$ cat src/rtl/msrv32_pkg.sv
// rtl/msrv32_pkg.sv - shared widths and register index constants for the integer file
package msrv32_pkg;

   localparam int XLEN       = 32;
   localparam int REG_ADDR_W = 5;
   localparam int NUM_REGS   = 32;

   localparam logic [REG_ADDR_W-1:0] X0_IDX = 5'd0;
   localparam logic [REG_ADDR_W-1:0] X2_IDX = 5'd2;

   typedef logic [XLEN-1:0]       xword_t;
   typedef logic [REG_ADDR_W-1:0] reg_addr_t;

   // True for any architectural register that actually has storage behind it.
   function automatic logic is_stored(input reg_addr_t addr);
      return addr != X0_IDX;
   endfunction

endpackage

$ cat src/rtl/msrv32_if_read_port.sv
// rtl/msrv32_if_read_port.sv - combinational read port with x0 forcing and write-through bypass
module msrv32_if_read_port
   import msrv32_pkg::*;
(
   input  logic [REG_ADDR_W-1:0] addr,
   input  logic [XLEN-1:0]       regs [1:NUM_REGS-1],
   input  logic                  byp_en,
   input  logic [REG_ADDR_W-1:0] byp_addr,
   input  logic [XLEN-1:0]       byp_data,
   output logic [XLEN-1:0]       data
);

   // x0 always reads zero; otherwise the in-flight write wins over the stored copy.
   always_comb begin
      data = '0;
      if (is_stored(addr)) begin
         if (byp_en && (addr == byp_addr)) begin
            data = byp_data;
         end else begin
            data = regs[addr];
         end
      end
   end

endmodule

$ cat src/rtl/msrv32_integer_file.sv
// rtl/msrv32_integer_file.sv - 31x32 integer register file, two read ports, one write port
module msrv32_integer_file
   import msrv32_pkg::*;
#(
   parameter logic [XLEN-1:0] SP_RESET        = 32'h0000_3FFC,
   parameter bit              GLOBAL_STALL_EN = 1'b1
)(
   input  logic                  clk_in,
   input  logic                  rst_in,
   input  logic [REG_ADDR_W-1:0] rs_1_addr_in,
   input  logic [REG_ADDR_W-1:0] rs_2_addr_in,
   input  logic [REG_ADDR_W-1:0] rd_addr_in,
   input  logic                  wr_en_in,
   input  logic [XLEN-1:0]       rd_in,
   input  logic                  stall_in,
   input  logic                  flush_in,
   output logic [XLEN-1:0]       rs_1_out,
   output logic [XLEN-1:0]       rs_2_out,
   output logic                  wr_ack_out
);

   // x0 has no storage; index range starts at x1.
   logic [XLEN-1:0] regs [1:NUM_REGS-1];

   logic stall_gate;
   logic we_eff;
   logic byp_en;

   assign stall_gate = stall_in & GLOBAL_STALL_EN;
   assign we_eff     = wr_en_in & ~flush_in & ~stall_gate & is_stored(rd_addr_in);
   // A write presented during reset is dropped, so it must not be forwarded either.
   assign byp_en     = we_eff & ~rst_in;

   // Array update: reset loads zeros and the stack pointer, otherwise the qualified write lands.
   always_ff @(posedge clk_in) begin
      if (rst_in) begin
         for (int i = 1; i < NUM_REGS; i++) begin
            regs[i] <= '0;
         end
         regs[X2_IDX] <= SP_RESET;
      end else if (we_eff) begin
         regs[rd_addr_in] <= rd_in;
      end
   end

   // Write acknowledge: one-cycle pulse following each effective write.
   always_ff @(posedge clk_in) begin
      if (rst_in) begin
         wr_ack_out <= 1'b0;
      end else begin
         wr_ack_out <= we_eff;
      end
   end

   msrv32_if_read_port u_read_port_1 (
      .addr     (rs_1_addr_in),
      .regs     (regs),
      .byp_en   (byp_en),
      .byp_addr (rd_addr_in),
      .byp_data (rd_in),
      .data     (rs_1_out)
   );

   msrv32_if_read_port u_read_port_2 (
      .addr     (rs_2_addr_in),
      .regs     (regs),
      .byp_en   (byp_en),
      .byp_addr (rd_addr_in),
      .byp_data (rd_in),
      .data     (rs_2_out)
   );

endmodule

$ cat config.mk
export PLATFORM = sky130hd
export DESIGN_NAME = msrv32_integer_file
export DESIGN_NICKNAME = d
export VERILOG_FILES = /design/src/rtl/msrv32_pkg.sv /design/src/rtl/msrv32_if_read_port.sv /design/src/rtl/msrv32_integer_file.sv
export SDC_FILE = /design/constraint.sdc
export NUM_CORES = 2
export LEC_CHECK = 0
export ABC_AREA = 1
export BUFFER_PORTS_ARGS = -buffer_cell sky130_fd_sc_hd__buf_2
export CORE_ASPECT_RATIO = 0.8
export CORE_MARGIN = 2
export CORE_UTILIZATION = 49
export DETAILED_ROUTE_END_ITERATION = 10
export MAX_ROUTING_LAYER = met4
export PLACE_DENSITY = 0.62
export SYNTH_ARGS = -nofsm -noshare
export SYNTH_HDL_FRONTEND = slang
export SYNTH_SLANG_ARGS = --single-unit
$ cat constraint.sdc
create_clock -name clk_in -period 2.71 [get_ports clk_in]
set_clock_uncertainty 0.05 [all_clocks]
set_input_delay 0.542 -clock clk_in [delete_from_list [all_inputs] [get_ports clk_in]]
set_output_delay 0.542 -clock clk_in [all_outputs]
set_load 0.05 [all_outputs]
* Word-level counts from Yosys, hierarchy flattened
Index checks and enable logic that the tools add are counted.
W data, S select, Z words.
** Word-level totals
- Register bits after elaboration :: 993
- Word-level logic and storage cells :: 67
- Bits of input ports :: 52
- Output and inout bits :: 65
** Operators by class
- Reduce and logical (&&, ||, !) cells :: 6
- Order comparisons :: 4
- Bitwise gates (word level) :: 10
- Muxes and demuxes :: 13
- Equality and inequality tests :: 2
** Operator list (count)
- $bwmux W992 :: 1
- $bmux W32 S5 :: 2
- $mux W32 :: 9
- $demux W32 S5 :: 1
- $ge A6 B6 Y1 const B :: 3
- $not A5 Y6 :: 3
- $reduce_bool A5 Y1 :: 3
- $eq A5 B5 Y1 :: 2
- $lt A6 B1 Y1 const B :: 1
- $and A1 B1 Y1 :: 4
- $logic_and A1 B1 Y1 :: 3
- $not A1 Y1 :: 3

* Logic depth before layout (Yosys ltp)
- Word-level depth :: 8
- Depth in mapped cells :: 14
- Mapped depth without buffers :: 12

* By module
A second synthesis with hierarchy kept.
** Second synthesis, totals
- Cell total of the unflattened synthesis :: 11113
- Area, all modules :: 63504.7 um^2
** Modules (own cells, without submodules)
- msrv32_integer_file :: cells an instance 6213, times used 1, area each 41556.1 um^2
- msrv32_if_read_port :: cells an instance 2450, times used 2, area each 10974.3 um^2

* Worst setup path before layout
OpenSTA, ideal clock, no wires.
- Path type :: in2out
- Start :: in rs_2_addr_in[0]
- End :: out rs_2_out[30]
- Cell stages on the path :: 10
- Setup slack :: -0.002 ns
- Data required time :: 2.118 ns
- Arrival :: 2.120 ns
- Path through :: buf_2 -> nor2_1 -> buf_2 -> buf_2 -> a21oi_1 -> o211ai_1 -> nand3_1 -> nand2_1 -> nand3_1 -> nand2_1
** Between the ends
- Word-level cells in the longest chain between the ends :: 6
- Elaborated cells on any way between the ends :: 9
- Classes of those cells :: eq/ne: 1; mux: 5; bitwise: 1; reduce/logical: 2
** Ends and longest elaborated chain
- start, declared :: RTL line msrv32_integer_file.sv:11 : input logic [REG_ADDR_W-1:0] rs_2_addr_in,
- $not A5 Y6 (not written as such) :: RTL line msrv32_if_read_port.sv:20 : data = regs[addr];
- $bmux W32 S5 :: RTL line msrv32_if_read_port.sv:20
- $mux W32 (not written as such) (2 in series) :: RTL line msrv32_if_read_port.sv:20
- $mux W32 :: RTL line msrv32_if_read_port.sv:17 : if (byp_en && (addr == byp_addr)) begin
- $mux W32 * :: RTL line msrv32_if_read_port.sv:16 : if (is_stored(addr)) begin
- end, declared :: RTL line msrv32_integer_file.sv:18 : output logic [XLEN-1:0] rs_2_out,
Mark *: on every way between the ends. The rest lies on a longest branch, timed or not. The select of a mux whose other input is x is not followed.

* Worst setup path after layout
- Start :: in stall_in
- End :: out rs_2_out[4]
** Between the ends
- Word-level cells in the longest chain between the ends :: 7
** Ends and longest elaborated chain
- start, declared :: RTL line msrv32_integer_file.sv:15 : input logic stall_in,
- $not A1 Y1 :: RTL line msrv32_integer_file.sv:30 : assign we_eff = wr_en_in & ~flush_in & ~stall_gate & is_stored(rd_addr_in);
- $and A1 B1 Y1 (2 in series) :: RTL line msrv32_integer_file.sv:30
- $and A1 B1 Y1 :: RTL line msrv32_integer_file.sv:32 : assign byp_en = we_eff & ~rst_in;
- $logic_and A1 B1 Y1 :: RTL line msrv32_if_read_port.sv:17
- $mux W32 :: RTL line msrv32_if_read_port.sv:17
- $mux W32 :: RTL line msrv32_if_read_port.sv:16
Every way passes these cells.

==> results.py <==
metrics = {
    "outcome": {
        "outcome": "finished, violations left",
        "violations_in_the_final_reports": "setup timing",
    },
    "clock_network": {
        "clk_pin_slew_worst_paths_ns": 0.06,
        "clk_latency_ns": 0.73,
        "cts_made_buffers": 107,
        "cts_htree_levels": 3,
        "clock_path_buffers": 3,
        "cts_tree": "built",
        "root_buffer": "clkbuf_16",
        "clkSinkCount": 993,
    },
    "place": {
        "globalplace.congestion": 1.01,
        "place.detailed.instances": 9854,
        "pre_cts_slack_ns": -0.694,
        "place.port_buffers": 116,
        "place.detailed.hpwl_um": 160000,
    },
    "die": {
        "dieHeight_um": 301,
        "initial_utilization": 0.495,
        "io_count": 117,
        "floorplan.die.width_um": 375,
        "number_of_placement_rows": 108,
        "core_area_um2": 109000,
        "design.die.area_um2": 113000,
    },
    "critical_path": {
        "endpoint_kind": "output pin",
        "regToRegSetupSlack_ns": 1.88,
        "r2r_cell_count": 3,
        "crit_start": "stall_in",
        "timing.setup.critical_path_class": "in2out",
        "worst_path_arrival_time_ns": 2.25,
        "cp_data_required_time_ns": 2.12,
        "worstPathMaxFanout": 8,
        "r2r-end": "regs[487]",
        "timing.critical_path.from_type": "input port",
        "crit_end": "rs_2_out[4]",
        "regToRegStartpoint": "regs[487]",
    },
    "cells_and_area": {
        "final_common_cell": "nand2_1",
        "ff_latch_area_um2": 19900,
        "syn2layout_area_growth_pct": 27.0,
        "fillCellCount": 9775,
        "most_frequent_cells_in_the_layout": "nand2_1 (1,911), nand3_1 (1,440), a21oi_1 (1,071)",
        "final_cells": 10200,
        "drive_gt1_frac": 0.160,
        "total_nets_final": 8691,
        "multi_input_comb_area_um2": 29500,
    },
    "timing": {
        "finalSetupViolations": 57,
        "timing.final.ws_setup_ns": -0.136,
        "fmaxAchievable_mhz": 351,
        "worst_pin_slew_ns": 0.918,
        "final.min_clock_period_ns": 2.85,
        "final-hold-violation-count": 0,
        "maxSlewViolCount": 0,
        "fin_crit_sh": 1.05,
        "grt_setup_unrepaired": "true",
        "setup-tns-final_ns": -3.90,
        "slew_headroom": 0.384,
    },
    "synth": {
        "syn-instance-count": 8554,
        "synthesized_cell_area_um2": 53900,
        "ys_seq_elements": 993,
        "postSynthNetCount": 8606,
        "yosys_most_used_dff": "dfxtp_1",
        "synth_sequential_area_ratio": 0.369,
        "synth_edf_count": 0,
        "synth-warning-count": 0,
        "async_flop_share": 0,
        "post_synthesis_cell_type_count": 32,
        "syn_avg_cell_area_um2": 6.30,
    },
    "detailed_routing": {
        "vias_per_cell": 6.23,
        "drc": 0,
        "detail_route.iter0.violations": 10400,
        "route.antenna.remaining_nets": 0,
        "avgRoutedWirePerCell_um": 25.9,
        "drtPass1Iterations": 10,
        "number_of_vias_after_detailed_routing": 63400,
        "totalWireLength_um": 263000,
    },
    "flow_run": {
        "number_of_violations_of_the_max_capacitance_limit": 0,
    },
    "power": {
        "power-per-cell-area_nw_per_um2": 532,
        "power.total_mw": 36.4,
        "cellLeakagePower_nw": 26.2,
        "power.ir.vdd_worst_mv": 0.524,
    },
    "grt": {
        "antenna_found_initial": 19,
        "maximum_number_of_pins_on_one_net_before_global_route_repair": 111,
        "grt_first_pass_wirelength_um": 381000,
        "grt.overflow.total": 0,
        "first_global_vias": 56600,
        "grt_use_total": 0.462,
    },
    "worst_hold_path": {
        "class_of_the_tightest_hold_or_removal_check": "in2reg",
        "worstHoldPathCells": 3,
    },
}
==> cells by family (layout without fill, tap and decap cells) <==
kind of cell	after synthesis	after routing	synth area share
DFF	993	993	0.369
xor gates and xnor gates	6	6	0.000975
AOI/OAI and AO/OA	2095	2095	0.197
other	0	16	0
and+or+nand+nor	3844	3844	0.317
buffers and inverters	1616	1784	0.116
==> metrics by stage <==
stage / util / hold WS (ns) / instance area, µm²
after floorplan: - / 0.384 / 53900
after detailed placement: 0.556 / 0.400 / 60500
after CTS: 0.617 / 0.0903 / 67100
final: 0.629 / 0.140 / 68400
after global placement: 0.556 / 0.395 / 60500
after global routing: 0.629 / 0.125 / 68400
==> report_power, final <==
part           leakage, nW  switching [mW]  total [mW]  internal (mW)
clock                 1.75            6.64        15.4           8.72
sequential            8.02          0.0440        14.7           14.7
combinational         16.4            4.14        6.34           2.20
total                 26.2            10.8        36.4           25.6
==> final cells by class <==
class / instances / area share
diodes: 16 / 0.000585
clock buffers: 151 / 0.0455
clock inverters: 41 / 0.00636
inverters: 835 / 0.0471
multi-input cells: 5945 / 0.431
flip-flops and latches: 993 / 0.291
well taps: 1430 / 0.0261
repair buffers: 754 / 0.151
repair inverters: 3 / 0.000585
==> synth_stat cells, types with 3 or more instances <==
library cell	n	share of area
nand2_1	1997	0.14
nand3_1	1623	0.15
a21oi_1	1076	0.10
dfxtp_1	993	0.37
o21ai_0	917	0.085
inv_1	787	0.055
clkbuf_1	557	0.039
buf_2	149	0.014
nand4_1	75	0.0087
buf_1	64	0.0045
nor2_1	60	0.0042
or2_2	52	0.0060
o21ai_1	43	0.0040
clkinv_1	33	0.0023
a211oi_1	32	0.0045
o211ai_1	26	0.0036
inv_2	15	0.0010
nor2_2	11	0.0013
clkbuf_2	10	0.00093
nand3_4	9	0.0029
xnor2_1	5	0.00081
nor3_4	4	0.0012
nand3_2	3	0.00056
nor3_2	3	0.00056
==> state kept, by name, summed over array words and instances, names as in the netlist <==
name,flops
regs,992
wr_ack_out,1
==> per-layer routing <==
metal | up-vias | GRT usage | wire length, µm
met1 | 29300 | 0.599 | 102000
met5 | - | - | 0
met3 | 971 | 0.149 | 39600
li1 | 28500 | - | -
met2 | 4642 | 0.637 | 107000
met4 | 0 | 0.244 | 15600
==> worst max-delay path, stage by stage <==
cell and delay [ns]:
buf_16 0.14, nor3b_4 0.21, buf_12 0.16, nand2_4 0.06, nor2_4 0.15, buf_12 0.13, nand2_8 0.10, clkinv_8 0.11
buf_12 0.16, buf_12 0.15, nand2_2 0.05, nand2_1 0.07, inv_1 0.05, buf_6 0.14
==> what timing repair did <==
action | in CTS | in global routing
resized for setup | 419 | 256
setup buffers | 47 | 27
pin swaps | 58 | 90
hold endpoints to repair | 0 | 0
setup endpoints to repair | 64 | 64
cloned | 29 | 10
hold buffers | 0 | 0
==> how the worst min path moves through the flow <==
stage	startpoint	to	slack [ns]
CTS	rd_in[23]	regs[215]	0.09
finish	rd_in[23]	regs[215]	0.14
detailed placement	regs[664]	regs[664]	0.40
global route	rd_in[23]	regs[87]	0.12
floorplan	regs[318]	regs[318]	0.38
global placement	regs[318]	regs[318]	0.39
(Power assumes the default switching activity.)
